**config.mk**
```make
export PLATFORM = sky130hd
export DESIGN_NAME = operand_stack_flat
export DESIGN_NICKNAME = d
export VERILOG_FILES = /design/src/rtl/operand_stack_if.sv /design/src/rtl/operand_stack.sv /design/src/flat_wrapper.sv
export SDC_FILE = /design/constraint.sdc
export NUM_CORES = 1
export LEC_CHECK = 0
export CORE_MARGIN = 2
export CORE_UTILIZATION = 59
export CTS_CLUSTER_DIAMETER = 30
export DETAILED_ROUTE_END_ITERATION = 6
export PLACE_DENSITY = 0.8
export RECOVER_POWER = 25
export REMOVE_ABC_BUFFERS = 1
export SLEW_MARGIN = 20
export SYNTH_ARGS = -nofsm -noshare
export SYNTH_HDL_FRONTEND = slang
export SYNTH_SLANG_ARGS = --single-unit
```
**constraint.sdc**
```tcl
create_clock -name clk -period 3.1 [get_ports clk]
set_input_delay 0.775 -clock clk [delete_from_list [all_inputs] [get_ports clk]]
set_output_delay 0.775 -clock clk [all_outputs]
set_load 0.005 [all_outputs]
```
**src/rtl/operand_stack_if.sv**
```systemverilog
// Handshake bundle between the CPU controller/datapath (master) and the operand stack (slave).
// The parameters must match the operand_stack instance that uses this interface.
interface operand_stack_if #(
    parameter int WIDTH = 8,
    parameter int DEPTH = 16
);
    localparam int CW = $clog2(DEPTH + 1);

    logic             push;
    logic             pop;
    logic             tos;
    logic             err_clr;
    logic [WIDTH-1:0] din;
    logic [WIDTH-1:0] dout;
    logic             stack_empty;
    logic             stack_full;
    logic [CW-1:0]    count;
    logic             overflow;
    logic             underflow;

    modport master (
        output push, pop, tos, err_clr, din,
        input  dout, stack_empty, stack_full, count, overflow, underflow
    );

    modport slave (
        input  push, pop, tos, err_clr, din,
        output dout, stack_empty, stack_full, count, overflow, underflow
    );
endinterface

```
**src/rtl/operand_stack.sv**
```systemverilog
// LIFO operand stack with replace/pass-through, registered dout and sticky overflow/underflow.
// Occupancy doubles as the stack pointer; entries never wrap.
module operand_stack #(
    parameter int WIDTH = 8,
    parameter int DEPTH = 16
) (
    input  logic             clk,
    input  logic             rst,
    operand_stack_if.slave   bus
);
    localparam int CW = $clog2(DEPTH + 1);
    localparam int AW = (DEPTH > 1) ? $clog2(DEPTH) : 1;

    typedef enum logic [3:0] {
        OP_NONE,
        OP_REPLACE,
        OP_PASS,
        OP_POP,
        OP_POP_ERR,
        OP_PUSH,
        OP_PUSH_ERR,
        OP_TOS,
        OP_TOS_ERR
    } op_e;

    logic [WIDTH-1:0] mem [DEPTH];
    logic [CW-1:0]    count_q;
    logic [WIDTH-1:0] dout_q;
    logic             overflow_q;
    logic             underflow_q;

    op_e              op;
    logic             is_empty;
    logic             is_full;
    logic [AW-1:0]    top_idx;
    logic [AW-1:0]    push_idx;
    logic [WIDTH-1:0] top_data;
    logic             ovf_evt;
    logic             unf_evt;

    assign is_empty = (count_q == '0);
    assign is_full  = (count_q == CW'(DEPTH));
    assign top_idx  = AW'(count_q - 1'b1);
    assign push_idx = AW'(count_q);
    assign top_data = mem[top_idx];

    // NOTE: every signal gets a default before the decode so no path leaves it unassigned (no latch).
    always_comb begin
        op = OP_NONE;
        if (bus.push && bus.pop)
            op = is_empty ? OP_PASS : OP_REPLACE;
        else if (bus.pop)
            op = is_empty ? OP_POP_ERR : OP_POP;
        else if (bus.push)
            op = is_full ? OP_PUSH_ERR : OP_PUSH;
        else if (bus.tos)
            op = is_empty ? OP_TOS_ERR : OP_TOS;
    end

    assign ovf_evt = (op == OP_PUSH_ERR);
    assign unf_evt = (op == OP_POP_ERR) || (op == OP_TOS_ERR);

    // NOTE: the storage array has no reset; count gates every read, so stale contents are never visible.
    always_ff @(posedge clk) begin
        if (op == OP_REPLACE)
            mem[top_idx] <= bus.din;
        else if (op == OP_PUSH)
            mem[push_idx] <= bus.din;
    end

    // NOTE: non-blocking assignments so every register samples pre-edge values, independent of statement order.
    always_ff @(posedge clk or negedge rst) begin
        if (!rst) begin
            count_q     <= '0;
            dout_q      <= '0;
            overflow_q  <= 1'b0;
            underflow_q <= 1'b0;
        end else begin
            unique case (op)
                OP_REPLACE: dout_q <= top_data;
                OP_PASS:    dout_q <= bus.din;
                OP_POP: begin
                    dout_q  <= top_data;
                    count_q <= count_q - 1'b1;
                end
                OP_PUSH:    count_q <= count_q + 1'b1;
                OP_TOS:     dout_q <= top_data;
                default:    ;
            endcase
            // An error event in the same cycle as err_clr keeps the flag set.
            overflow_q  <= (overflow_q  && !bus.err_clr) || ovf_evt;
            underflow_q <= (underflow_q && !bus.err_clr) || unf_evt;
        end
    end

    assign bus.dout        = dout_q;
    assign bus.count       = count_q;
    assign bus.stack_empty = is_empty;
    assign bus.stack_full  = is_full;
    assign bus.overflow    = overflow_q;
    assign bus.underflow   = underflow_q;
endmodule

```
**src/flat_wrapper.sv**
```systemverilog
// flat-port wrapper written by rule: the top's interface ports become plain ports
module operand_stack_flat 
#(
    parameter int WIDTH = 8,
    parameter int DEPTH = 16
)
  (clk, rst, bus_push, bus_pop, bus_tos, bus_err_clr, bus_din, bus_dout, bus_stack_empty, bus_stack_full, bus_count, bus_overflow, bus_underflow);
  operand_stack_if #(.WIDTH(WIDTH), .DEPTH(DEPTH)) bus_i ();
  input  logic clk;
  input  logic rst;
  input wire logic [$bits(bus_i.push)-1:0] bus_push;
  input wire logic [$bits(bus_i.pop)-1:0] bus_pop;
  input wire logic [$bits(bus_i.tos)-1:0] bus_tos;
  input wire logic [$bits(bus_i.err_clr)-1:0] bus_err_clr;
  input wire logic [$bits(bus_i.din)-1:0] bus_din;
  output wire logic [$bits(bus_i.dout)-1:0] bus_dout;
  output wire logic [$bits(bus_i.stack_empty)-1:0] bus_stack_empty;
  output wire logic [$bits(bus_i.stack_full)-1:0] bus_stack_full;
  output wire logic [$bits(bus_i.count)-1:0] bus_count;
  output wire logic [$bits(bus_i.overflow)-1:0] bus_overflow;
  output wire logic [$bits(bus_i.underflow)-1:0] bus_underflow;
  assign bus_i.push = bus_push;
  assign bus_i.pop = bus_pop;
  assign bus_i.tos = bus_tos;
  assign bus_i.err_clr = bus_err_clr;
  assign bus_i.din = bus_din;
  assign bus_dout = bus_i.dout;
  assign bus_stack_empty = bus_i.stack_empty;
  assign bus_stack_full = bus_i.stack_full;
  assign bus_count = bus_i.count;
  assign bus_overflow = bus_i.overflow;
  assign bus_underflow = bus_i.underflow;
  operand_stack #(.WIDTH(WIDTH), .DEPTH(DEPTH)) u_core (.clk(clk), .rst(rst), .bus(bus_i));
endmodule
```
# == After elaboration in Yosys (flattened, before gate mapping) ==
# Memories as Yosys holds them, arrays and structs flattened.
# Cells that the tools add are included.
# totals
ff_bits,15
ram_bits,128
inputBits,14
output_inout_bits,17
n_memories,1
# op_classes
addsub,2
eq_ne,9
muxes,18
reduce_logical,12
# memory_table
name,depth,word_bits,rd,rd_clocked_by_memory_dff,wr,line,text
u_core.mem,16,8,1,0,1,operand_stack.sv:26,logic [WIDTH-1:0] mem [DEPTH];
# ops
cell,n
4-bit 2-to-1 mux,6
"4-bit by 3-bit == test with 1-bit output, second input constant",4
8-bit case mux with 2 select lines,1
5-bit case mux with 2 select lines,1
"4-bit by 2-bit == test with 1-bit output, second input constant",2
8-bit 2-to-1 mux,1
8-bit OR reduction,1
1-bit 2-to-1 mux,6
"5-bit by 1-bit adder with 5-bit output, second input constant",1
"5-bit == test, second input constant",1
5-bit logical NOT,1
"5-bit by 1-bit subtractor with 5-bit output, second input constant",1
"4-bit by 1-bit == test with 1-bit output, second input constant",1
"4-bit == test, second input constant",1
2-bit 2-to-1 mux,2
2-bit nonzero test,2
1-bit logical AND,3
1-bit logical OR,3
3-bit 2-to-1 mux,1
3-bit OR reduction,1
1-bit logical NOT,1

# == Longest topological paths before layout ==
# Gate-level depths: netlist of the first run.
# depth
word_depth,12
ltp_mapped,10
depth_no_buf,8

# == Worst setup path after synthesis of the first run ==
# No wires, ideal clock.
# synth_path
kind,register to register
from,register u_core.count_q[0] (netlist: u_core.bus.count[0])
to,memory u_core.mem[11][0] (enable)
t_arrival_ps,2331
slack_ps,396
stages_incl_launch_ff,10
path_buffers,2
period_less_slack_ps,2704
path_cell_list,dfrtp_1 -> buf_6 -> buf_4 -> inv_1 -> ha_1 -> nand4bb_1 -> nand2_1 -> a21oi_1 -> o31ai_1 -> nor2b_1
# synth_via
elab_chain_cells,12
word_cells_on_any_way,21
# synth_rtl
element,line,text
from (decl),operand_stack.sv:27,logic [CW-1:0] count_q;
from (signal assigned),operand_stack.sv:84,count_q <= count_q - 1'b1;
from (signal assigned),operand_stack.sv:86,OP_PUSH: count_q <= count_q + 1'b1;
5-bit logical NOT,operand_stack.sv:41,assign is_empty = (count_q == '0);
4-bit 2-to-1 mux,operand_stack.sv:57,op = is_empty ? OP_TOS_ERR : OP_TOS;
4-bit 2-to-1 mux,operand_stack.sv:56,else if (bus.tos)
4-bit 2-to-1 mux,operand_stack.sv:54,else if (bus.push)
4-bit 2-to-1 mux,operand_stack.sv:52,else if (bus.pop)
4-bit 2-to-1 mux,operand_stack.sv:50,if (bus.push && bus.pop)
4-bit by 3-bit == test with 1-bit output,operand_stack.sv:67,else if (op == OP_PUSH)
1-bit 2-to-1 mux,operand_stack.sv:67,
1-bit 2-to-1 mux,operand_stack.sv:65,if (op == OP_REPLACE)
1-bit 2-to-1 mux (implied by the code),operand_stack.sv:68,mem[push_idx] <= bus.din;
8-bit OR reduction (no source line),-,
4-bit 2-to-1 mux (no source line) or 1-bit 2-to-1 mux (tied branches),-,
to (decl),operand_stack.sv:26,
# Parallel ways exist; a longest one is shown, timed or not.

# == Worst setup path after layout of the first run ==
# layout_path
from,register u_core.count_q[0] (netlist: u_core.bus.count[0])
to,output bus_count[0]
# layout_rtl
element,line,text
to (decl),flat_wrapper.sv:19,output wire logic [$bits(bus_i.count)-1:0] bus_count;
# No word-level cell between the ends.

==> results of run 1 <==
==> critical path: stages, from the launching register on <==
cell and delay (ns):
dfrtp_2 0.39, buf_6 0.46, clkdlybuf4s50_1 0.63
==> sequential cells by signal (all words and copies together), names as in the netlist <==
register,flops
u_core.mem,128
u_core.bus.dout,8
u_core.bus.count,5
u_core.bus.overflow,1
u_core.bus.underflow,1
==> repair_timing <==
action	4_1_cts	5_1_grt
endpoints found under the setup margin	1	2
gates cloned	0	0
gates resized for setup	4	2
buffers inserted	3	0
==> report_power, final <==
part,internal (mW),switching [mW],leakage [nW]
registers,2.41,0.149,1.34
clock network,1.22,0.755,0.278
logic,1.24,1.61,0.834
total,4.87,2.51,2.45
==> final timing paths <==
path | start | to | slack, ns | cells past startpoint
max reg2reg | u_core.bus.count[0]$_DFFE_PN0P_ | u_core.bus.dout[1]$_DFFE_PN0P_ | 0.52 | 8
max in group asynchronous | rst | u_core.bus.count[0]$_DFFE_PN0P_ | 1.83 | 1
min | u_core.bus.overflow$_DFF_PN0_ | u_core.bus.overflow$_DFF_PN0_ | 0.54 | 2
max | u_core.bus.count[0]$_DFFE_PN0P_ | bus_count[0] | 0.27 | 2
min in group asynchronous | rst | u_core.bus.count[1]$_DFFE_PN0P_ | 0.75 | 1
min reg2reg | u_core.bus.overflow$_DFF_PN0_ | u_core.bus.overflow$_DFF_PN0_ | 0.54 | 2
==> through the flow <==
step	TNS, ns	hold slack (ns)	utilization (%)
2_1_floorplan	-150.73	0.479	-
3_3_place_gp	0	0.505	67.6
3_5_place_dp	-0.286	0.534	67.6
4_1_cts	0	0.547	73.6
5_1_grt	0	0.569	73.5
6_report	0	0.544	73.5
==> cell type report <==
class                   count  area, um2
clock buffers              20        425
repair buffers             67        569
flip-flops and latches    143       4220
multi-input cells         190       1700
clock inverters            12        143
inverters                   8       32.5
fillers                   543       2610
well taps                 133        166
==> kinds of logic (layout without fill, tap and decap cells) <==
family          count (synthesis)  in the layout  synth area share (%)
xor+xnor                        4              4                 0.579
simple gates                   74             74                  6.26
fa+ha+maj                       3              3                 0.620
buf+inv                        26            107                  2.38
mux                            32             32                  11.9
flops                         143            143                  69.7
compound gates                 77             77                  8.60
==> synth_stat cells (2+ instances only) <==
cell / n / area (um2)
buf_2: 7 / 35.0
nand2_1: 6 / 22.5
a21oi_2: 2 / 17.5
clkbuf_1: 5 / 18.8
nor2_1: 36 / 135
a21oi_1: 22 / 110
o21ai_1: 16 / 80.1
edfxtp_1: 128 / 3840
nor2b_1: 6 / 37.5
a31oi_1: 4 / 25.0
inv_1: 5 / 18.8
ha_1: 3 / 37.5
inv_2: 3 / 11.3
xnor2_1: 2 / 17.5
and3_1: 2 / 12.5
o21ai_0: 2 / 10.0
buf_4: 2 / 15.0
nand3_1: 4 / 20.0
nor3_1: 9 / 45.0
xor2_1: 2 / 17.5
o21a_1: 2 / 15.0
buf_6: 4 / 45.0
dfrtp_1: 15 / 375
o22ai_1: 9 / 56.3
mux4_2: 32 / 721
a222oi_1: 8 / 80.1
==> metal layers <==
layer  track usage, %  up-vias
met5                0        -
met4             14.3        0
met3             9.28       75
met2             46.1      334
met1             38.3     1894
li1                 -     1587
==> reports/qor.csv, run 1 <==
metric,value,unit
Worst Setup Slack post-DPL,-0.0200,ns
Longest Clk Path Bufs,2,
class of the worst hold path,flip-flop to flip-flop,
required time of the critical path,2.32,ns
CP Capture Type,primary output,
post-CTS clock slew at the launch and capture registers of the worst setup and hold paths,0.06,ns
average instance area after synthesis,16.9,um2
Detailed Routing Iterations Pass 1,6,
start-to-end type of the worst setup path,flip-flop to primary output,
area of the die,11100,um2
post-placement cell count,538,
fmax,354,MHz
count of hold-fix buffers inserted at cts,0,
cell row count,36,
"final std cell area, no fill",7250,um2
met2 wire length,7.25,mm
vias per std cell,6.79,
count of cell types in the netlist,49,
Max rail drop VDD,0.666,mV
Slew Limit Fails,0,
number of warnings reported in the yosys synthesis log,0,
count of state elements after synthesis,143,
largest clock skew in the final design,0.00563,ns
clock tree from TritonCTS,done,
Crit Path Max Fanout,46,
clock sink total,143,
number of synthesized flops with an enable pin,128,
most common library cell in the layout ignoring fill and taps,edfxtp_1,
maximum number of pins on one net before global-route repair,47,
"Power, Total",7.38,mW
instance count of the mapped netlist,359,
cell area after synthesis,6060,um2
Final Setup Violations,0,
post-placement cell area,6670,um2
"Net count, final",444,
Layout Area Growth over Synthesis,19.8,%
clk_lat worst skew,0.53,ns
starting utilization of the core area,61.4,%
Leak,2.45,nW
fraction of layout cells with a size suffix above 1,25.0,%
initial antenna violation count,0,
GP Congestion,0.883,
input/output buffers,30,
sequential element share of the synthesized area,69.7,%
post-route setup slack,0.272,ns
aggregate global routing overflow,0,
Total GRT Usage,29.6,%
detailed placement HPWL,9.07,mm
max_slew headroom,36.6,%
WL final,15.0,mm
top layer in use,met4,
filler-free cell count of the finished design,573,
area of the core region,9860,um2
data arrival time of the worst path,2.05,ns
number of vias in the routed layout,3890,
outcome,finished clean,
post-detailed-route count of antenna-violating nets,0,
"top library cells by usage in the layout, fill and taps aside","128 x edfxtp_1, 36 x nor2_1, 32 x mux4_2, 32 x buf_4, 22 x a21oi_1",
Num CTS Buffers,17,
Top Ports,31,
die span in y,105,um
Max-cap violations,0,
via count of the first global-routing pass,3961,
CTS HTree Levels,4,
setup repair after global routing missed its margin,no,
Post-route DRC,0,
first-pass GRT wire length,23.5,mm
metal1 wirelength,5.44,mm
final worst path period share,91.2,%
per-cell routed wire length,26.3,um
CTS Root Cell,clkbuf_8,
Iter 0 DRT Violations,561,
amount of wire on met3 after detailed routing,1.61,mm
Inserted Diodes,0,
proportion of synthesized flip-flops having asynchronous set or reset,10.5,%
shortest clock period the worst path allows after layout,2.83,ns
top flip-flop cell by instance count after synthesis,edfxtp_1,
slew at the pin closest to its max-slew limit,0.951,ns
final hold violation count,0,
power density over the cells,1020,nW/um2
Chip Width,105,um
type of element launching the critical path,flip-flop,
Power figures use the tool's default switching activity.
==> run 2, diff against run 1 <==
CORE_UTILIZATION = 37   (was 59)
PLACE_DENSITY = 0.55   (was 0.8)
SETUP_SLACK_MARGIN = 0.4   (was not set)
==> run 2 against run 1 <==
Against the previous run: sequential share of layout area shrank 1.3 points; die area grew 57%; worst setup slack gained 0.17 ns; clock-buffer cell count shrank 2; clock skew grew 0.0026 ns; worst hold slack lost 0.0079 ns; total power is essentially flat; maximum frequency grew 6.5%; critical path depth grew 7; cell count grew 16%; design area grew 2.3%; critical path type is now input port to flip-flop; largest cell class unchanged; largest power group unchanged.
==> reports/qor.csv, run 2 (synthesis results as in run 1) <==
metric,value,unit,change
outcome,finished clean,,unchanged
slew at the pin closest to its max-slew limit,1.01,ns,was 0.951 ns
share of total power in the clock network,25.4,%,was 26.7%
type of element launching the critical path,input port,,was flip-flop
CP Capture Type,flip-flop,,was primary output
power density over the cells,995,nW/um2,was 1020 nW/um2
GP Congestion,0.898,,was 0.883
first-pass GRT wire length,22.2,mm,was 23.5 mm
share of total power consumed by net switching,34.5,%,was 34.0%
Top Ports,31,,unchanged
Iter 0 DRT Violations,367,,was 561
CTS HTree Levels,4,,unchanged
fill count,1376,,was 543
final design utilization,46.5,%,was 73.5%
share of total power in sequential cells,34.5,%,was 34.7%
count of hold-fix buffers inserted at cts,0,,unchanged
Post-route DRC,0,,unchanged
clock tree from TritonCTS,done,,unchanged
Reg with most FFs,u_core.mem,,unchanged
Leak,2.43,nW,was 2.45 nW
cell chain of the critical path,"clkdlybuf4s50_1, nor2b_2, nand2_1, buf_4, a21oi_1, o31ai_1, buf_4, nor2b_1, buf_4",,"was buf_6, clkdlybuf4s50_1"
WL final,14.8,mm,was 15.0 mm
Max rail drop VDD,0.420,mV,was 0.666 mV
Switch Pwr,2.55,mW,was 2.51 mW
maximum number of pins on one net before global-route repair,36,,was 47
post-detailed-route count of antenna-violating nets,0,,unchanged
detailed placement HPWL,9.90,mm,was 9.07 mm
largest clock skew in the final design,0.00823,ns,was 0.00563 ns
clk_lat worst skew,0.41,ns,was 0.53 ns
Inserted Diodes,0,,unchanged
most common library cell in the layout ignoring fill and taps,edfxtp_1,,unchanged
fraction of layout cells with a size suffix above 1,28.0,%,was 25.0%
"top library cells by usage in the layout, fill and taps aside","128 x edfxtp_1, 37 x buf_4, 32 x mux4_2",,"was 128 x edfxtp_1, 36 x nor2_1, 32 x mux4_2, 32 x buf_4, 22 x a21oi_1"
Detailed Routing Iterations Pass 1,5,,was 6
filler-free cell count of the finished design,662,,was 573
starting utilization of the core area,38.0,%,was 61.4%
max_slew headroom,32.4,%,was 36.6%
Layout Area Growth over Synthesis,22.5,%,was 19.8%
per-cell routed wire length,22.4,um,was 26.3 um
setup repair after global routing missed its margin,yes,,was no
post-CTS clock slew at the launch and capture registers of the worst setup and hold paths,0.06,ns,about the same
shortest clock period the worst path allows after layout,2.66,ns,was 2.83 ns
Crit Path Max Fanout,8,,was 46
CTS Root Cell,clkbuf_16,,was clkbuf_8
Slew Limit Fails,0,,unchanged
start-to-end type of the worst setup path,input port to flip-flop,,was flip-flop to primary output
clock sink total,143,,unchanged
cell row count,46,,was 36
Final Setup Violations,0,,unchanged
"Net count, final",450,,was 444
final hold violation count,0,,unchanged
Chip Width,132,um,was 105 um
Crit path top cell by count,buf_4,,
required time of the critical path,3.22,ns,was 2.32 ns
Total GRT Usage,17.5,%,was 29.6%
"Power, Total",7.38,mW,about the same
"flip-flop count of the largest register, all copies and words added",128,,unchanged
Longest Clk Path Bufs,2,,unchanged
initial antenna violation count,0,,unchanged
Max-cap violations,0,,unchanged
Internal Power,4.83,mW,was 4.87 mW
input/output buffers,30,,unchanged
area of the core region,15900,um2,was 9860 um2
data arrival time of the worst path,2.77,ns,was 2.05 ns
Num CTS Buffers,17,,unchanged
via count of the first global-routing pass,3425,,"was 3,961"
fraction of power consumed by combinational cells,40.0,%,was 38.6%
fmax,376,MHz,was 354 MHz
die span in y,132,um,was 105 um
number of vias in the routed layout,3633,,"was 3,890"
maximum cell stage delay along the critical path,0.59,ns,was 0.63 ns
worst-path cell with the longest stage delay,clkdlybuf4s50_1,,unchanged
class of the worst hold path,flip-flop to flip-flop,,unchanged
vias per std cell,5.49,,was 6.79
aggregate global routing overflow,0,,unchanged
area of the die,17400,um2,"was 11,100 um2"
final worst path period share,85.7,%,was 91.2%
post-placement cell count,627,,was 538
run 2: timing repair:
| item | in CTS | in global routing |
|---|---|---|
| gates resized for setup | 7 | 9 |
| buffers inserted | 2 | 1 |
| setup endpoints to repair | 27 | 52 |
run 2: through the flow:
step	hold WS [ns]	area, um2	TNS [ns]	worst slack (ns)
global route	0.577	7420	0	0.397
global placement	0.535	6810	-0.187	-0.0237
CTS	0.545	7390	0	0.379
finish	0.536	7420	0	0.443
detailed placement	0.535	6810	-1.70	-0.0880
floorplan	0.479	5940	-150.73	-1.25
run 2: power groups by stage:
| stage | sequential (mW) | clock, mW | combinational, mW |
|---|---|---|---|
| floorplan | 2.71 | 0 | 1.59 |
| global placement | 2.57 | 0 | 2.85 |
| detailed placement | 2.58 | 0 | 2.87 |
| CTS | 2.55 | 1.92 | 2.91 |
| global route | 2.57 | 2.00 | 3.18 |
| finish | 2.55 | 1.88 | 2.96 |
run 2: area by class of cell:
class / count / area, um2 / area share, %
multi-input combinational: 190 / 1740 / 23.5
timing repair buffer: 73 / 607 / 8.18
clock inverter: 14 / 119 / 1.60
inverter: 8 / 32.5 / 0.438
sequential: 143 / 4220 / 56.9
clock buffer: 18 / 429 / 5.78
tap: 216 / 270 / 3.64
run 2: worst paths after layout:
check / startpoint / to / slack [ns] / cells past startpoint
max: bus_pop / u_core.mem[9][1]$_DFFE_PP_ / 0.44 / 9
min: u_core.bus.underflow$_DFF_PN0_ / u_core.bus.underflow$_DFF_PN0_ / 0.54 / 2
min in group asynchronous: rst / u_core.bus.count[1]$_DFFE_PN0P_ / 0.81 / 1
max reg2reg: u_core.bus.count[0]$_DFFE_PN0P_ / u_core.bus.dout[5]$_DFFE_PN0P_ / 0.56 / 8
max in group asynchronous: rst / u_core.bus.count[0]$_DFFE_PN0P_ / 1.76 / 1
min reg2reg: u_core.bus.underflow$_DFF_PN0_ / u_core.bus.underflow$_DFF_PN0_ / 0.54 / 2
run 2: routing by layer:
| layer | global-route usage, % | routed length (um) |
|---|---|---|
| met1 | 24.1 | 6590 |
| met2 | 27.2 | 7120 |
| met3 | 4.27 | 839 |
| met4 | 6.58 | 294 |
| met5 | 0 | 0 |
run 2: critical path, delay by kind of cell:
| kind | cells | cell delay, ns |
|---|---|---|
| buffers and inverters | 4 | 1.15 |
| AO/OA/AOI/OAI | 2 | 0.35 |
| AND/OR/NAND/NOR | 3 | 0.48 |
==> run 3, diff against run 2 <==
ABC_CLOCK_PERIOD_IN_PS = 3100   (was not set)
==> results of run 3 <==
Same layout as run 2: the final DEF is identical, and so are final timing and power.
